[config.mk]
export PLATFORM = sky130hd
export DESIGN_NAME = pipe_hazard_ctrl
export DESIGN_NICKNAME = d
export VERILOG_FILES = /design/src/rtl/core_pkg.sv /design/src/rtl/hazard_scoreboard.sv /design/src/rtl/pipe_hazard_ctrl.sv
export SDC_FILE = /design/constraint.sdc
export NUM_CORES = 1
export LEC_CHECK = 0
export CAP_MARGIN = 15
export CORE_ASPECT_RATIO = 0.8
export CORE_UTILIZATION = 30
export DETAILED_ROUTE_END_ITERATION = 8
export GPL_TIMING_DRIVEN = 0
export PLACE_DENSITY = 0.63
export SLEW_MARGIN = 5
export SYNTH_ARGS = -nofsm -noshare
export SYNTH_HDL_FRONTEND = slang
export SYNTH_SLANG_ARGS = --single-unit
[constraint.sdc]
create_clock -name clk -period 3.34 [get_ports clk]
set_input_delay 0.334 -clock clk [delete_from_list [all_inputs] [get_ports clk]]
set_output_delay 0.334 -clock clk [all_outputs]
set_load 0.03 [all_outputs]
[src/rtl/core_pkg.sv]
// Shared definitions for the 4-stage core: register width, R0, FSM and branch-select encodings.
package core_pkg;

    localparam int unsigned REG_AW = 5;

    // R0 reads as zero and ignores writes, so it never carries a dependency.
    localparam logic [REG_AW-1:0] R0 = '0;

    typedef enum logic [1:0] {
        StRun   = 2'd0,
        StStall = 2'd1,
        StFlush = 2'd2
    } state_e;

    typedef enum logic [1:0] {
        BsNone = 2'b00,
        BsCond = 2'b01,
        BsJreg = 2'b10,
        BsJump = 2'b11
    } bs_e;

endpackage

[src/rtl/hazard_scoreboard.sv]
// In-flight write tracker (EX and WB slots) plus the combinational RAW check for the DOF stage.
module hazard_scoreboard
    import core_pkg::*;
#(
    parameter int unsigned REG_AW = core_pkg::REG_AW
) (
    input  logic              clk,
    input  logic              rst,
    input  logic              i_hold,
    input  logic              i_adv,
    input  logic              i_valid,
    input  logic [REG_AW-1:0] i_da,
    input  logic [REG_AW-1:0] i_aa,
    input  logic [REG_AW-1:0] i_ba,
    input  logic              i_rw,
    input  logic              i_ma,
    input  logic              i_mb,
    output logic              o_hazard,
    output logic              o_ex_valid,
    output logic              o_ex_rw,
    output logic [REG_AW-1:0] o_ex_da,
    output logic              o_wb_valid,
    output logic              o_wb_rw,
    output logic [REG_AW-1:0] o_wb_da
);

    logic              r_ex_valid, r_ex_rw, r_wb_valid, r_wb_rw;
    logic [REG_AW-1:0] r_ex_da, r_wb_da;
    logic              w_ex_hit, w_wb_hit;

    // Slot shift: WB takes EX, EX takes the DOF instruction only when it advances.
    always_ff @(posedge clk) begin
        if (rst) begin
            r_ex_valid <= 1'b0;
            r_ex_rw    <= 1'b0;
            r_ex_da    <= '0;
            r_wb_valid <= 1'b0;
            r_wb_rw    <= 1'b0;
            r_wb_da    <= '0;
        end else if (!i_hold) begin
            r_wb_valid <= r_ex_valid;
            r_wb_rw    <= r_ex_rw;
            r_wb_da    <= r_ex_da;
            r_ex_valid <= i_adv && i_valid;
            r_ex_rw    <= i_adv && i_rw;
            r_ex_da    <= i_adv ? i_da : '0;
        end
    end

    // A slot blocks DOF only if it will really write a nonzero register that DOF reads.
    always_comb begin
        w_ex_hit = r_ex_valid && r_ex_rw && (r_ex_da != R0) &&
                   (((r_ex_da == i_aa) && !i_ma) || ((r_ex_da == i_ba) && !i_mb));
        w_wb_hit = r_wb_valid && r_wb_rw && (r_wb_da != R0) &&
                   (((r_wb_da == i_aa) && !i_ma) || ((r_wb_da == i_ba) && !i_mb));
        o_hazard = i_valid && (w_ex_hit || w_wb_hit);
    end

    assign o_ex_valid = r_ex_valid;
    assign o_ex_rw    = r_ex_rw;
    assign o_ex_da    = r_ex_da;
    assign o_wb_valid = r_wb_valid;
    assign o_wb_rw    = r_wb_rw;
    assign o_wb_da    = r_wb_da;

endmodule

[src/rtl/pipe_hazard_ctrl.sv]
// Pipeline sequencer: stall on RAW hazards, flush on taken branches, freeze on hold.
module pipe_hazard_ctrl
    import core_pkg::*;
#(
    parameter int unsigned REG_AW = core_pkg::REG_AW,
    parameter int unsigned CNT_W  = 16
) (
    input  logic              clk,
    input  logic              rst,
    input  logic              dof_valid,
    input  logic [REG_AW-1:0] dof_da,
    input  logic [REG_AW-1:0] dof_aa,
    input  logic [REG_AW-1:0] dof_ba,
    input  logic              dof_rw,
    input  logic              dof_ma,
    input  logic              dof_mb,
    input  logic [1:0]        dof_bs,
    input  logic              ex_br_taken,
    input  logic              hold,
    output logic              pc_en,
    output logic              ifdof_en,
    output logic              ifdof_kill,
    output logic              dofex_kill,
    output logic [1:0]        state,
    output logic [CNT_W-1:0]  stall_cnt,
    output logic [CNT_W-1:0]  flush_cnt
);

    state_e            r_state, w_state_d;
    logic [CNT_W-1:0]  r_stall_cnt, r_flush_cnt;
    logic              w_hazard, w_adv;
    logic              w_ex_valid, w_ex_rw, w_wb_valid, w_wb_rw;
    logic [REG_AW-1:0] w_ex_da, w_wb_da;
    logic              w_unused;

    // Branch select is decoded in EX; slot contents are exported for debug only.
    assign w_unused = ^{dof_bs, w_ex_valid, w_ex_rw, w_ex_da, w_wb_valid, w_wb_rw, w_wb_da};

    hazard_scoreboard #(
        .REG_AW (REG_AW)
    ) u_scoreboard (
        .clk        (clk),
        .rst        (rst),
        .i_hold     (hold),
        .i_adv      (w_adv),
        .i_valid    (dof_valid),
        .i_da       (dof_da),
        .i_aa       (dof_aa),
        .i_ba       (dof_ba),
        .i_rw       (dof_rw),
        .i_ma       (dof_ma),
        .i_mb       (dof_mb),
        .o_hazard   (w_hazard),
        .o_ex_valid (w_ex_valid),
        .o_ex_rw    (w_ex_rw),
        .o_ex_da    (w_ex_da),
        .o_wb_valid (w_wb_valid),
        .o_wb_rw    (w_wb_rw),
        .o_wb_da    (w_wb_da)
    );

    // Priority decision: reset > hold > taken branch > RAW hazard > run.
    always_comb begin
        pc_en      = 1'b1;
        ifdof_en   = 1'b1;
        ifdof_kill = 1'b0;
        dofex_kill = 1'b0;
        w_state_d  = r_state;
        w_adv      = 1'b0;
        if (rst) begin
            w_state_d = StRun;
        end else if (hold) begin
            pc_en    = 1'b0;
            ifdof_en = 1'b0;
        end else if (ex_br_taken) begin
            // DOF is wrong-path, so any hazard it shows is irrelevant.
            ifdof_kill = 1'b1;
            dofex_kill = 1'b1;
            w_state_d  = StFlush;
        end else if (w_hazard) begin
            pc_en      = 1'b0;
            ifdof_en   = 1'b0;
            dofex_kill = 1'b1;
            w_state_d  = StStall;
        end else begin
            w_state_d = StRun;
            w_adv     = 1'b1;
        end
    end

    // State register and saturating event counters, all frozen under hold.
    always_ff @(posedge clk) begin
        if (rst) begin
            r_state     <= StRun;
            r_stall_cnt <= '0;
            r_flush_cnt <= '0;
        end else if (!hold) begin
            r_state <= w_state_d;
            if (ex_br_taken) begin
                if (r_flush_cnt != '1) r_flush_cnt <= r_flush_cnt + 1'b1;
            end else if (w_hazard) begin
                if (r_stall_cnt != '1) r_stall_cnt <= r_stall_cnt + 1'b1;
            end
        end
    end

    assign state     = r_state;
    assign stall_cnt = r_stall_cnt;
    assign flush_cnt = r_flush_cnt;

endmodule

==> impl_metrics.json <==
{
  "slew_headroom": 0.590,
  "leakagePower_nw": 1.17,
  "fin_crit_ns": 3.10,
  "place_ws_ns": -0.0518,
  "drc_errors": 0,
  "powerDensity_nw_per_um2": 314,
  "via_per_inst": 4.92,
  "holdPathEnd": "state[1]",
  "die_width_um": 103,
  "globalRouteTotalUtil": 0.150,
  "p_int_w": 0.000777,
  "cp_slowest_cell": "clkdlybuf4s50_1",
  "cp-startpoint": "rst",
  "maxCapViolations": 0,
  "num_rows": 29,
  "start_util": 0.310,
  "p_seq_frac": 0.572,
  "cts_setup_buffers": 0,
  "hold_viol": 0,
  "rr_startpoint": "stall_cnt[0]",
  "ios": 63,
  "grt_pass1_wl_um": 10100,
  "cts.sinks": 48,
  "antenna_found_initial": 0,
  "synth_top_area_cell": "dfxtp_1",
  "nNetsFinal": 382,
  "cts_made_buffers": 5,
  "critPathRequiredTime_ns": 3.01,
  "post-route-util": 0.413,
  "worst-slew-pin-transition_ns": 0.616,
  "min_from": "state[1]",
  "path_max_fanout": 10,
  "hold_buffers": 0,
  "cts_tree": "yes",
  "dpl-instance-area_um2": 3200,
  "swShare": 0.245,
  "p_sw_w": 0.000252,
  "cpPeakStageDelay_ns": 0.61,
  "cp.arrival_ns": 2.76,
  "drt_iter0_drc": 100,
  "synth_top_flop_cell": "dfxtp_1",
  "synth_most_common_cell": "dfxtp_1",
  "worstSkewPairLatency_ns": 0.30,
  "critical_path.most_common_cell": "clkbuf_1",
  "endpoint_kind": "output pin",
  "port_buffers": 60,
  "yosys-top-cells-area": "dfxtp_1 (39%), xor2_1 (7.1%), nor2_1 (6.4%), xnor2_1 (4.3%), o31ai_1 (3.4%)",
  "synthToLayoutAreaGrowth_pct": 33.0,
  "overflow": 0,
  "fin_crit_sh": 0.927,
  "critPathBufInv": 5,
  "synth_commonest_cells": "dfxtp_1 (48), nor2_1 (42), xor2_1 (20)",
  "diodes": 0,
  "r2r-end": "stall_cnt[12]",
  "cts_root_buf": "clkbuf_8",
  "comb_power_share": 0.110,
  "cp_top_family": "buffers and inverters",
  "yosysUniqueCellTypes": 40,
  "dp_hpwl_um": 4820,
  "syn_avg_cell_area_um2": 8.56,
  "hold-worst-slack_ns": 0.471,
  "routed_wl_um": 6460,
  "synth_area_um2": 2460,
  "wl_per_cell_um": 13.9,
  "core_area_um2": 7950,
  "cp-start-kind": "primary input",
  "ctsHtreeMaxLevel": 2,
  "r2r_slack_ns": 0.90,
  "detail-route-antenna-nets": 0,
  "hold_class": "reg -> reg",
  "stdcell_area_um2": 3280,
  "num_vias": 2278,
  "slew_viol_final": 0,
  "max_freq_mhz": 323,
  "synth-edff-count": 0,
  "grt_pass1_vias": 2023,
  "drt-pass1-iter-count": 5,
  "fin_skew_ns": 0.00925,
  "synth.yosys.warnings": 0,
  "synth_top_area_frac": 0.390,
  "drive_gt1_frac": 0.0507,
  "clk_pin_slew_worst_paths_ns": 0.09,
  "crit_type": "in -> out",
  "synth_cells": 288,
  "die_area_um2": 8580,
  "gp_congestion": 0.847,
  "rsz0062_at_grt": "false",
  "synthArstFlopShare": 0,
  "min_path_cells": 2,
  "fin_ws_ns": 0.244,
  "cts_max_path_buffers": 2,
  "outcome": "completed",
  "syn_nets": 315,
  "rr_worst_depth": 7,
  "die_h_um": 83.1,
  "clkPwrFrac": 0.318,
  "ys_ff_latch": 48,
  "setup_violations": 0,
  "cp_cell_sequence": "clkdlybuf4s50_1, clkbuf_1, clkbuf_1, clkbuf_1, nor2_1, clkdlybuf4s50_1",
  "vdd_drop_max_v": 0.000141,
  "grt_max_degree": 14,
  "yosysSeqAreaShare": 0.390
}
[cell type report]
type,count,area [um2]
inverter,9,33.8
clock inverter,1,5.00
sequential,48,961
timing repair buffer,60,601
clock buffer,6,72.6
buffer,17,81.3
fill,824,4670
tap,108,135
multi-input combinational,214,1390
[worst max path at each step]
stage,to,slack (ns),cells after the start
final,ifdof_kill,0.24,6
after global routing,ifdof_kill,0.06,6
after CTS,ifdof_en,0.09,7
after detailed placement,dofex_kill,-0.05,9
after global placement,dofex_kill,-0.08,9
after floorplan,pc_en,0.77,7
[timing repair]
action                                 CTS  global route
gates cloned                             0             0
resized for setup                        2             1
endpoints found under the hold margin    0             0
setup endpoints to repair                2             1
[cell families after synthesis]
| logic type | share of synthesized area |
|---|---|
| AO/OA/AOI/OAI | 0.152 |
| AND/OR/NAND/NOR | 0.242 |
| flip-flops | 0.390 |
| multiplexers | 0.0462 |
| buffers and inverters | 0.0467 |
| adder cells (fa/ha/maj) | 0.0102 |
| XOR/XNOR | 0.114 |
[power by group through the flow]
stage | Clock [W] | Sequential [W] | Combinational [W]
floorplan | 0 | 0.000604 | 0.0000545
global placement | 0 | 0.000601 | 0.000113
detailed placement | 0 | 0.000602 | 0.000114
CTS | 0.000340 | 0.000588 | 0.000114
global route | 0.000364 | 0.000590 | 0.000121
finish | 0.000327 | 0.000588 | 0.000113
[layout by cell type (no fill, tap or decap), drive strengths merged, types with 2 or more instances in the layout]
cell,Yosys,layout
a21o,3,3
a21oi,15,15
a22o,8,8
a22oi,2,2
a31oi,2,2
and3,10,10
buf,11,11
clkbuf,6,12
clkdlybuf4s50,0,57
dfxtp,48,48
dlygate4sd2,0,2
ha,2,2
inv,9,9
mux2,3,3
mux2i,8,8
nand2,11,11
nand2b,2,2
nand3,9,9
nand4,9,9
nor2,42,42
nor2b,5,5
nor3,4,4
nor4,9,9
o2111ai,4,4
o21ai,4,4
o31ai,11,11
or3,2,2
or4,11,11
xnor2,12,12
xor2,20,20
[metal layers]
metal	GRT usage	up-vias	wire, um
met2	0.224	57	2850
met4	0.0307	0	47
met1	0.216	1046	3220
li1	-	1170	-
met5	0	-	0
met3	0.0379	5	334
[sequential cells by signal, summed over array words and instances (netlist names)]
signal,flops
flush_cnt,16
stall_cnt,16
u_scoreboard.o_ex_da,5
u_scoreboard.o_wb_da,5
state,2
u_scoreboard.o_ex_rw,1
u_scoreboard.o_ex_valid,1
u_scoreboard.o_wb_rw,1
u_scoreboard.o_wb_valid,1
[stage by stage]
stage	total power (W)	TNS, ns	std cells
3_5_place_dp	0.000716	-0.0518	456
3_3_place_gp	0.000715	-0.0814	456
4_1_cts	0.00104	0	463
2_1_floorplan	0.000658	0	288
6_report	0.00103	0	463
5_1_grt	0.00108	0	463
[worst min-delay path: stages (launching register included)]
cell and delay [ns]:
dfxtp_1 0.32, nand2_1 0.06, a21oi_1 0.05
Power figures use the tool's default switching activity.
